[config.mk]
export PLATFORM = sky130hd
export DESIGN_NAME = cic_interpolator
export DESIGN_NICKNAME = d
export VERILOG_FILES = /design/src/rtl/cic_interpolator.sv
export SDC_FILE = /design/constraint.sdc
export NUM_CORES = 1
export LEC_CHECK = 0
export ABC_CLOCK_PERIOD_IN_PS = 8100
export CAP_MARGIN = 0
export CORE_MARGIN = 8
export CORE_UTILIZATION = 60
export DETAILED_ROUTE_END_ITERATION = 8
export PLACE_DENSITY_LB_ADDON = 0.05
export SYNTH_ARGS = -nofsm -noshare
export SYNTH_HDL_FRONTEND = slang
export SYNTH_SLANG_ARGS = --single-unit
[constraint.sdc]
create_clock -name clk -period 8.1 [get_ports clk]
set_clock_uncertainty 0.15 [all_clocks]
set_input_delay 1.62 -clock clk [delete_from_list [all_inputs] [get_ports clk]]
set_output_delay 1.62 -clock clk [all_outputs]
set_load 0.02 [all_outputs]
[src/rtl/cic_interpolator.sv]
// ---------------------------------------------------------------------------
// cic_interpolator
//
// Multi-stage CIC interpolation filter. It takes one signed sample every RATE
// clocks, runs STAGES comb sections at the low rate, zero-stuffs by RATE, and
// runs STAGES integrators at the clock rate. Its output has unity DC gain.
//
// Parameters
//   WIDTH  - input/output sample width, signed two's complement
//   STAGES - number of comb sections and of integrator sections (>= 1)
//   RATE   - interpolation factor, a power of two (>= 2)
//
// Ports
//   clk        in   sole clock, rising edge
//   rst        in   synchronous, active-high reset
//   in_data    in   low-rate input sample
//   in_valid   in   in_data is valid
//   in_ready   out  sample taken this cycle (one cycle in every RATE)
//   out_data   out  high-rate output sample
//   out_valid  out  out_data is a meaningful sample
//   underrun   out  sticky: a ready slot passed without a valid input
//
// Handshake: a sample transfers on any rising edge where in_ready is high.
// in_ready does not wait for in_valid. If in_valid is low in that cycle, the
// slot still passes and the filter takes a zero. The output has no
// backpressure: a new sample is presented every clock.
//
// Optional feature macro: CIC_INTERP_UNDERRUN_EN
//   Defined     - underrun is a sticky flag, and the rate/ready assertions are
//                 compiled in.
//   Not defined - underrun is tied to 0. Missed slots still insert a zero.
// ---------------------------------------------------------------------------
module cic_interpolator #(
    parameter int WIDTH  = 8,
    parameter int STAGES = 3,
    parameter int RATE   = 4
) (
    input  logic             clk,
    input  logic             rst,
    input  logic [WIDTH-1:0] in_data,
    input  logic             in_valid,
    output logic             in_ready,
    output logic [WIDTH-1:0] out_data,
    output logic             out_valid,
    output logic             underrun
);

    localparam int L  = $clog2(RATE);
    // Bit growth of the cascade is RATE^(STAGES-1). The top WIDTH bits
    // therefore carry exactly unity DC gain.
    localparam int WI = WIDTH + (STAGES - 1) * L;

    logic [L-1:0]         ph_q;
    logic signed [WI-1:0] d_q [STAGES];
    logic signed [WI-1:0] d_d [STAGES];
    logic signed [WI-1:0] i_q [STAGES];
    logic signed [WI-1:0] i_d [STAGES];
    logic signed [WI-1:0] u_q;
    logic signed [WI-1:0] u_d;
    logic signed [WI-1:0] x;
    logic signed [WI-1:0] comb_v;
    // v_q[0]: a valid sample has been accepted. The higher bits delay that
    // event until the first sample reaches out_data.
    logic [STAGES:0]      v_q;
    logic [STAGES:0]      v_d;
    logic                 accept;

    assign in_ready = (ph_q == '0) & ~rst;
    assign accept   = in_ready;

    // A missed slot feeds a zero into the comb chain. It does not hold the
    // previous sample.
    always_comb begin
        x = '0;
        if (accept && in_valid) begin
            x = WI'($signed(in_data));
        end
    end

    // Comb chain: comb_v moves through c0..cN. Each delay captures the value
    // entering its stage, and only in an accept slot.
    always_comb begin
        comb_v = x;
        for (int k = 0; k < STAGES; k++) begin
            d_d[k] = accept ? comb_v : d_q[k];
            comb_v = comb_v - d_q[k];
        end
        u_d = accept ? comb_v : '0;
    end

    // Integrator cascade. Every stage uses the previous cycle's values.
    always_comb begin
        i_d[0] = i_q[0] + u_q;
        for (int k = 1; k < STAGES; k++) begin
            i_d[k] = i_q[k] + i_q[k-1];
        end
    end

    assign v_d = {v_q[STAGES-1:0], v_q[0] | (accept & in_valid)};

    always_ff @(posedge clk) begin
        if (rst) begin
            ph_q <= '0;
            u_q  <= '0;
            v_q  <= '0;
            for (int k = 0; k < STAGES; k++) begin
                d_q[k] <= '0;
                i_q[k] <= '0;
            end
        end else begin
            ph_q <= ph_q + 1'b1;
            u_q  <= u_d;
            v_q  <= v_d;
            for (int k = 0; k < STAGES; k++) begin
                d_q[k] <= d_d[k];
                i_q[k] <= i_d[k];
            end
        end
    end

    // Keeping only the top WIDTH bits truncates toward minus infinity.
    assign out_data  = i_q[STAGES-1][WI-1 -: WIDTH];
    assign out_valid = v_q[STAGES];

`ifdef CIC_INTERP_UNDERRUN_EN
    logic         underrun_q;
    logic [L-1:0] gap_q;
    logic         seen_q;

    // A missed slot counts only after the stream has started.
    always_ff @(posedge clk) begin
        if (rst) begin
            underrun_q <= 1'b0;
        end else if (accept && !in_valid && v_q[0]) begin
            underrun_q <= 1'b1;
        end
    end

    assign underrun = underrun_q;

    // gap_q counts the cycles since the last ready pulse.
    always_ff @(posedge clk) begin
        if (rst) begin
            gap_q  <= '0;
            seen_q <= 1'b0;
        end else if (in_ready) begin
            gap_q  <= '0;
            seen_q <= 1'b1;
        end else begin
            gap_q  <= gap_q + 1'b1;
        end
    end

    a_rate_onehot: assert property (@(posedge clk) $onehot(RATE));

    a_ready_period: assert property (@(posedge clk) disable iff (rst)
        seen_q |-> (in_ready == (gap_q == L'(RATE - 1))));
`else
    assign underrun = 1'b0;
`endif

endmodule
==> results of run 1 <==
==> metal layers <==
layer	global-route usage (%)	routed length, um	vias to the layer above
li1	-	-	2135
met1	18.01	4300	1882
met2	32.45	5093	48
met3	3.488	268	13
met4	6.075	124	0
met5	0	0	-
==> registers in the layout, indices dropped and copies added, names as in the netlist <==
| signal | count |
|---|---|
| ph_q | 2 |
| i_q | 36 |
| v_q | 4 |
| u_q | 12 |
| d_q | 32 |
==> Yosys cell counts (15+ instances only) <==
cell,number
xnor2_1,29
a21o_1,15
ha_1,65
nor2_1,82
inv_1,51
xor2_1,17
nor2b_1,17
a21oi_1,34
nand2_1,25
nor3_1,15
dfxtp_1,86
o21ai_0,30
o21a_1,23
==> cells by family after synthesis <==
group / count (synthesis)
AO/OA/AOI/OAI: 141
XOR/XNOR: 46
flip-flops: 86
adder cells (fa/ha/maj): 71
other: 1
buffers and inverters: 75
multiplexers: 11
AND/OR/NAND/NOR: 185
==> worst min-delay path by stage <==
stage                                  start            endpoint  slack, ns  cells past startpoint
after floorplan           ph_q[0]$_SDFF_PP0_  ph_q[0]$_SDFF_PP0_       0.24                      1
after global placement    ph_q[0]$_SDFF_PP0_  ph_q[0]$_SDFF_PP0_       0.24                      1
after detailed placement  ph_q[0]$_SDFF_PP0_  ph_q[0]$_SDFF_PP0_       0.25                      1
after CTS                 ph_q[0]$_SDFF_PP0_  ph_q[0]$_SDFF_PP0_       0.27                      1
after global routing      ph_q[0]$_SDFF_PP0_  ph_q[0]$_SDFF_PP0_       0.29                      1
final                     ph_q[0]$_SDFF_PP0_  ph_q[0]$_SDFF_PP0_       0.27                      1
==> stage by stage <==
step / hold slack, ns / cell area [um^2] / worst slack (ns) / utilization [%]
final: 0.2720 / 5718 / 1.694 / 66.21
after global routing: 0.2919 / 5718 / 1.103 / 66.21
after CTS: 0.2706 / 5718 / 1.673 / 66.21
after detailed placement: 0.2495 / 5535 / 1.314 / 64.10
after global placement: 0.2443 / 5535 / 1.462 / 64.10
after floorplan: 0.2356 / 5303 / 1.924 / -
==> area by class of cell <==
cell class	instances	area (um^2)	area share [%]
clock inverter	5	41.29	0.7221
sequential	86	1722	30.11
tap	108	135.1	2.363
multi-input combinational	455	3266	57.11
clock buffer	11	141.4	2.473
inverter	52	195.2	3.414
timing repair buffer	23	217.7	3.807
==> worst reg2reg max path: cells and delay by family (launching register included) <==
kind | cells | cell delay (ns)
compound gates | 9 | 2.05
xor+xnor | 1 | 0.17
fa+ha+maj | 4 | 1.04
buf+inv | 3 | 0.83
flops | 1 | 0.33
simple gates | 6 | 1.09
==> power by group through the flow <==
stage	registers, W	logic (W)	clock network (W)
2_1_floorplan	0.000581	0.000900	0
3_3_place_gp	0.000594	0.00103	0
3_5_place_dp	0.000597	0.00106	0
4_1_cts	0.000588	0.00107	0.000293
5_1_grt	0.000600	0.00121	0.000310
6_report	0.000588	0.00107	0.000285
==> flow_metrics.tcl, run 1 <==
set metrics [dict create \
    outcome "complete, no violations" \
    hpwl_um 7292 \
    ant_nets 0 \
    grtUsageTotal_pct 17.04 \
    maxCapViolations 0 \
    n_fill_cell 756 \
    grt_pass1_vias 4117 \
    critPathBufInv 4 \
    critPathSlowestCell "a2111o_1" \
    syn_area_per_cell_um2 8.608 \
    endpoint "u_q[11]$_SDFF_PP0_" \
    dieArea_mm2 0.01210 \
    dr.first_iter.drc_count 86 \
    cts-hold-fix-buffers 0 \
    tightest_slew_ns 0.7128 \
    fp.dieH_um 110.0 \
    synth_mux_area_share_pct 2.076 \
    drive_gt1_share_pct 4.430 \
    crit_path_end_kind "register" \
    critPathMaxFanout 12 \
    clock_path_buffers 2 \
    cts_tree "yes" \
    rsz0062_at_grt "false" \
    fmax_mhz 156.1 \
    core_mm2 0.008636 \
    start_util_pct 61.40 \
    p_int_w 0.001153 \
    synthCells 616 \
    r2r-end "u_q[11]$_SDFF_PP0_" \
    synth_xor_area_share_pct 7.598 \
    cts_setup_buffers 0 \
    rr_worst_depth 23 \
    area_growth_pct 7.834 \
    root_buffer "clkbuf_8" \
    p_leak_nw 2.515 \
    synth_top_family_by_area "adder cells" \
    fin_cells 740 \
    crit_type "input pin to register" \
    setup_viol 0 \
    crit_top_cell "ha_1" \
    most-common-layout-cells "dfxtp_1 (86), nor2_1 (82), ha_1 (65)" \
    synthTopCellsByArea "dfxtp_1 (32%), ha_1 (15%), nor2_1 (5.8%), xnor2_1 (4.8%), inv_1 (3.6%)" \
    maxSlewViolCount 0 \
    async_flop_share_pct 0 \
    finalHoldViolations 0 \
    cellPowerDensity_mw_per_mm2 339.6 \
    r2r-start "ph_q[0]$_SDFF_PP0_" \
    hold_class "register to register" \
    clkPwrFrac_pct 14.7 \
    num_vias 4078 \
    cts.sink_count 86 \
    dominantRegCellSynth "dfxtp_1" \
    place_inst 724 \
    port_buffers 20 \
    routed_via_density 5.511 \
    synth-seq-cells 86 \
    htreeDepth 3 \
    yosysUniqueCellTypes 51 \
    final.min_clock_period_ns 6.406 \
    cp.depth 23 \
    worstPathArrival_ns 6.48 \
    io_pins 22 \
    grt_max_degree 64 \
    yosysWarnings 0 \
    die_x_um 110.0 \
    ys_seq_area_share_pct 32.47 \
    clk_pin_slew_ns 0.10 \
    start_kind "input pin" \
    grt_pass1_wl_um 16860 \
    cp_cell_sequence "buf_2 > inv_1 > buf_4 > nand2_1 > inv_1 > and3_1 > ha_1 > nand3_1 > a21boi_0 > o21ai_0 > a21boi_0 > nor2_1 > ha_1 > a2111o_1 > o21ai_0 > xnor2_1 > ha_1 > a21o_1 > a21oi_1 > nand3_1 > a21o_1 > a22oi_2 > nor3b_2" \
    grt_overflow_total 0 \
    slew_headroom_pct 52.48 \
    crit_family "compound AO/OA/AOI/OAI gates" \
    final_common_cell "dfxtp_1" \
    ir_worst_vdd_uv 124.2 \
    p_total_w 0.001942 \
    row_count 34 \
    worstPathRequired_ns 8.18 \
    drtPass1Iterations 4 \
    p_switching_w 0.0007887 \
    globalplace.congestion 0.8326 \
    cp-startpoint "rst" \
    yosysTopAreaCell "dfxtp_1" \
    numCtsBuffers 9 \
    synth_fa_ha_area_share_pct 17.60 \
    antenna_found_initial 0 \
    synth_nets 698 \
    wl_per_cell_um 13.23 \
    wirelength_um 9787 \
    synth_edf_count 0 \
    netlist_area_mm2 0.005303 \
    p_seq_share_pct 30.3 \
    rrSetupSlack_ns 2.31 \
    synth-simple-area-share_pct 16.87 \
    final_nets 709 \
    antenna_cells 0 \
    synth_compound_area_share_pct 17.37 \
    insertion_delay_ns 0.36 \
    critical-path-max-stage-delay_ns 0.44 \
    post-route-drc-count 0 \
    cts_resized 0 \
    power_switching_share_pct 40.62 \
    fin_crit_sh_pct 79.09 \
    yosysTopAreaCellShare_pct 32.47 \
    fin_setup_tns_ns 0 \
    p_comb_share_pct 55.1 \
]
No activity file was read; power rests on OpenSTA's default activity.
==> inputs of run 2 (changes only) <==
--- a/config.mk
+++ b/config.mk
@@ -5,10 +5,10 @@
 export SDC_FILE = /design/constraint.sdc
 export NUM_CORES = 1
 export LEC_CHECK = 0
-export ABC_CLOCK_PERIOD_IN_PS = 8100
+export ABC_CLOCK_PERIOD_IN_PS = 5800
 export CAP_MARGIN = 0
 export CORE_MARGIN = 8
-export CORE_UTILIZATION = 60
+export CORE_UTILIZATION = 55
 export DETAILED_ROUTE_END_ITERATION = 8
 export PLACE_DENSITY_LB_ADDON = 0.05
 export SYNTH_ARGS = -nofsm -noshare
==> constraint.sdc (replaced) <==
create_clock -name clk -period 5.8 [get_ports clk]
set_clock_uncertainty 0.15 [all_clocks]
set_input_delay 1.16 -clock clk [delete_from_list [all_inputs] [get_ports clk]]
set_output_delay 1.16 -clock clk [all_outputs]
set_load 0.02 [all_outputs]
==> run 2 against run 1 <==
  * Clock power up 46%
  * Worst setup slack worse by 1.2 ns
  * First-iteration DRC count rose by 55%
  * Critical endpoint unchanged
==> flow_metrics.tcl, run 2 (synthesized netlist as in run 1, its figures left out) <==
set metrics [dict create \
    wirelength_um 9900 \
    power_switching_share_pct 39.47 \
    crit_path_end_kind "register" \
    critical-path-max-stage-delay_ns 0.34 \
    cellPowerDensity_mw_per_mm2 476.2 \
    drtPass1Iterations 4 \
    rrSetupSlack_ns 0.69 \
    final_nets 722 \
    crit_type "input pin to register" \
    maxCapViolations 0 \
    row_count 36 \
    final_util_pct 61.27 \
    fin_crit_sh_pct 91.48 \
    tightest_slew_ns 0.6860 \
    largest_reg_flops 36 \
    dr.first_iter.drc_count 133 \
    r2r-start "ph_q[0]$_SDFF_PP0_" \
    insertion_delay_ns 0.36 \
    outcome "complete, no violations" \
    holdWs_ns 0.2637 \
    worstPathRequired_ns 5.90 \
    fp.dieH_um 114.2 \
    place_inst 762 \
    root_buffer "clkbuf_8" \
    cts_setup_buffers 0 \
    globalplace.congestion 0.8323 \
    cp-startpoint "rst" \
    p_leak_nw 2.583 \
    critPathMaxFanout 4 \
    area_growth_pct 10.34 \
    register_area_mm2 0.001722 \
    cts-hold-fix-buffers 0 \
    worstPathArrival_ns 5.41 \
    p_comb_share_pct 55.6 \
    multiInputGateArea_mm2 0.003266 \
    crit_family "compound AO/OA/AOI/OAI gates" \
    maxSlewViolCount 0 \
    p_int_w 0.001686 \
    grt_overflow_total 0 \
    fin_cells 778 \
    port_buffers 20 \
    final.min_clock_period_ns 5.306 \
    min_from "ph_q[0]$_SDFF_PP0_" \
    critPathSlowestCell "ha_1" \
    critPathBufInv 3 \
    ant_nets 0 \
    min_path_cells 1 \
    drive_gt1_share_pct 5.891 \
    grt_pass1_wl_um 17980 \
    ir_worst_vdd_uv 171.7 \
    hpwl_um 7590 \
    setup_viol 0 \
    p_switching_w 0.001100 \
    most-common-layout-cells "dfxtp_1 (86), nor2_1 (82), ha_1 (65)" \
    rsz0062_at_grt "false" \
    die_x_um 114.2 \
    n_fill_cell 893 \
    regMostFlops "i_q" \
    core_mm2 0.009549 \
    post-route-drc-count 0 \
    wl_per_cell_um 12.72 \
    p_total_w 0.002786 \
    antenna_found_initial 0 \
    htreeDepth 3 \
    cts_tree "yes" \
    io_pins 22 \
    reg_top3 "i_q: 36 flops, d_q: 32 flops, u_q: 12 flops" \
    p_seq_share_pct 29.5 \
    antenna_cells 0 \
    fmax_mhz 188.5 \
    grt_pass1_vias 4221 \
    dieArea_mm2 0.01304 \
    r2r-end "u_q[11]$_SDFF_PP0_" \
    worst_hold_path.endpoint "ph_q[0]$_SDFF_PP0_" \
    rr_worst_depth 26 \
    start_kind "input pin" \
    numCtsBuffers 9 \
    final_common_cell "dfxtp_1" \
    clkPwrFrac_pct 14.9 \
    finalHoldViolations 0 \
    slew_headroom_pct 54.26 \
    num_vias 4122 \
    clk_pin_slew_ns 0.08 \
    routed_via_density 5.298 \
    hold_class "register to register" \
    crit_top_cell "ha_1" \
    start_util_pct 55.53 \
    grtUsageTotal_pct 16.90 \
    clock_path_buffers 2 \
    grt_max_degree 64 \
    cts.sink_count 86 \
]
-- run 2: cell types whose count changed in the layout (fill, tap and decap cells not counted) --
cell             delta
buf_4              +13
bufinv_16           +1
clkbuf_1            +3
clkbuf_8            -1
clkdlybuf4s50_1     -1
clkinv_4            -1
dlymetal6s2s_1      +1
inv_6               -2
o21ai_0             -1
o21ai_1             +1
-- run 2: cell type report --
class / instances / share of cell area (%)
clock inverters: 3 / 0.7699
inverters: 52 / 3.336
clock buffers: 13 / 2.374
flip-flops and latches: 86 / 29.43
well taps: 133 / 2.844
repair buffers: 36 / 5.432
multi-input cells: 455 / 55.82
-- run 2: worst max path at each step --
stage                                    end  depth (start not counted)  slack (ns)
after global routing      u_q[11]$_SDFF_PP0_                         25        0.18
after floorplan           u_q[11]$_SDFF_PP0_                         23        0.08
final                     u_q[11]$_SDFF_PP0_                         25        0.49
after CTS                 u_q[11]$_SDFF_PP0_                         22        0.25
after detailed placement  u_q[11]$_SDFF_PP0_                         22       -0.12
after global placement    u_q[11]$_SDFF_PP0_                         22       -0.04
-- run 2: what timing repair did --
item                                    4_1_cts  5_1_grt
endpoints found under the setup margin        0        2
hold endpoints to repair                      0        0
gates resized for setup                       0        2
-- run 2: stage by stage --
stage | instance area, um^2 | setup TNS [ns] | setup slack (ns)
CTS | 5848 | 0 | 0.2543
floorplan | 5303 | 0 | 0.08362
global placement | 5664 | -0.04008 | -0.04008
global route | 5851 | 0 | 0.1822
detailed placement | 5664 | -0.1280 | -0.1182
finish | 5851 | 0 | 0.4944
-- run 2: power by group through the flow --
| stage | logic, W | registers [W] | clock network, W |
|---|---|---|---|
| finish | 0.00155 | 0.000822 | 0.000415 |
| global route | 0.00177 | 0.000840 | 0.000455 |
| CTS | 0.00156 | 0.000822 | 0.000428 |
| detailed placement | 0.00155 | 0.000835 | 0 |
| global placement | 0.00150 | 0.000829 | 0 |
| floorplan | 0.00126 | 0.000811 | 0 |
-- run 2: routing by layer --
metal / wire (um) / GRT usage [%]
met1: 4272 / 17.60
met2: 5206 / 31.86
met3: 279 / 4.008
met4: 142 / 6.566
met5: 0 / 0
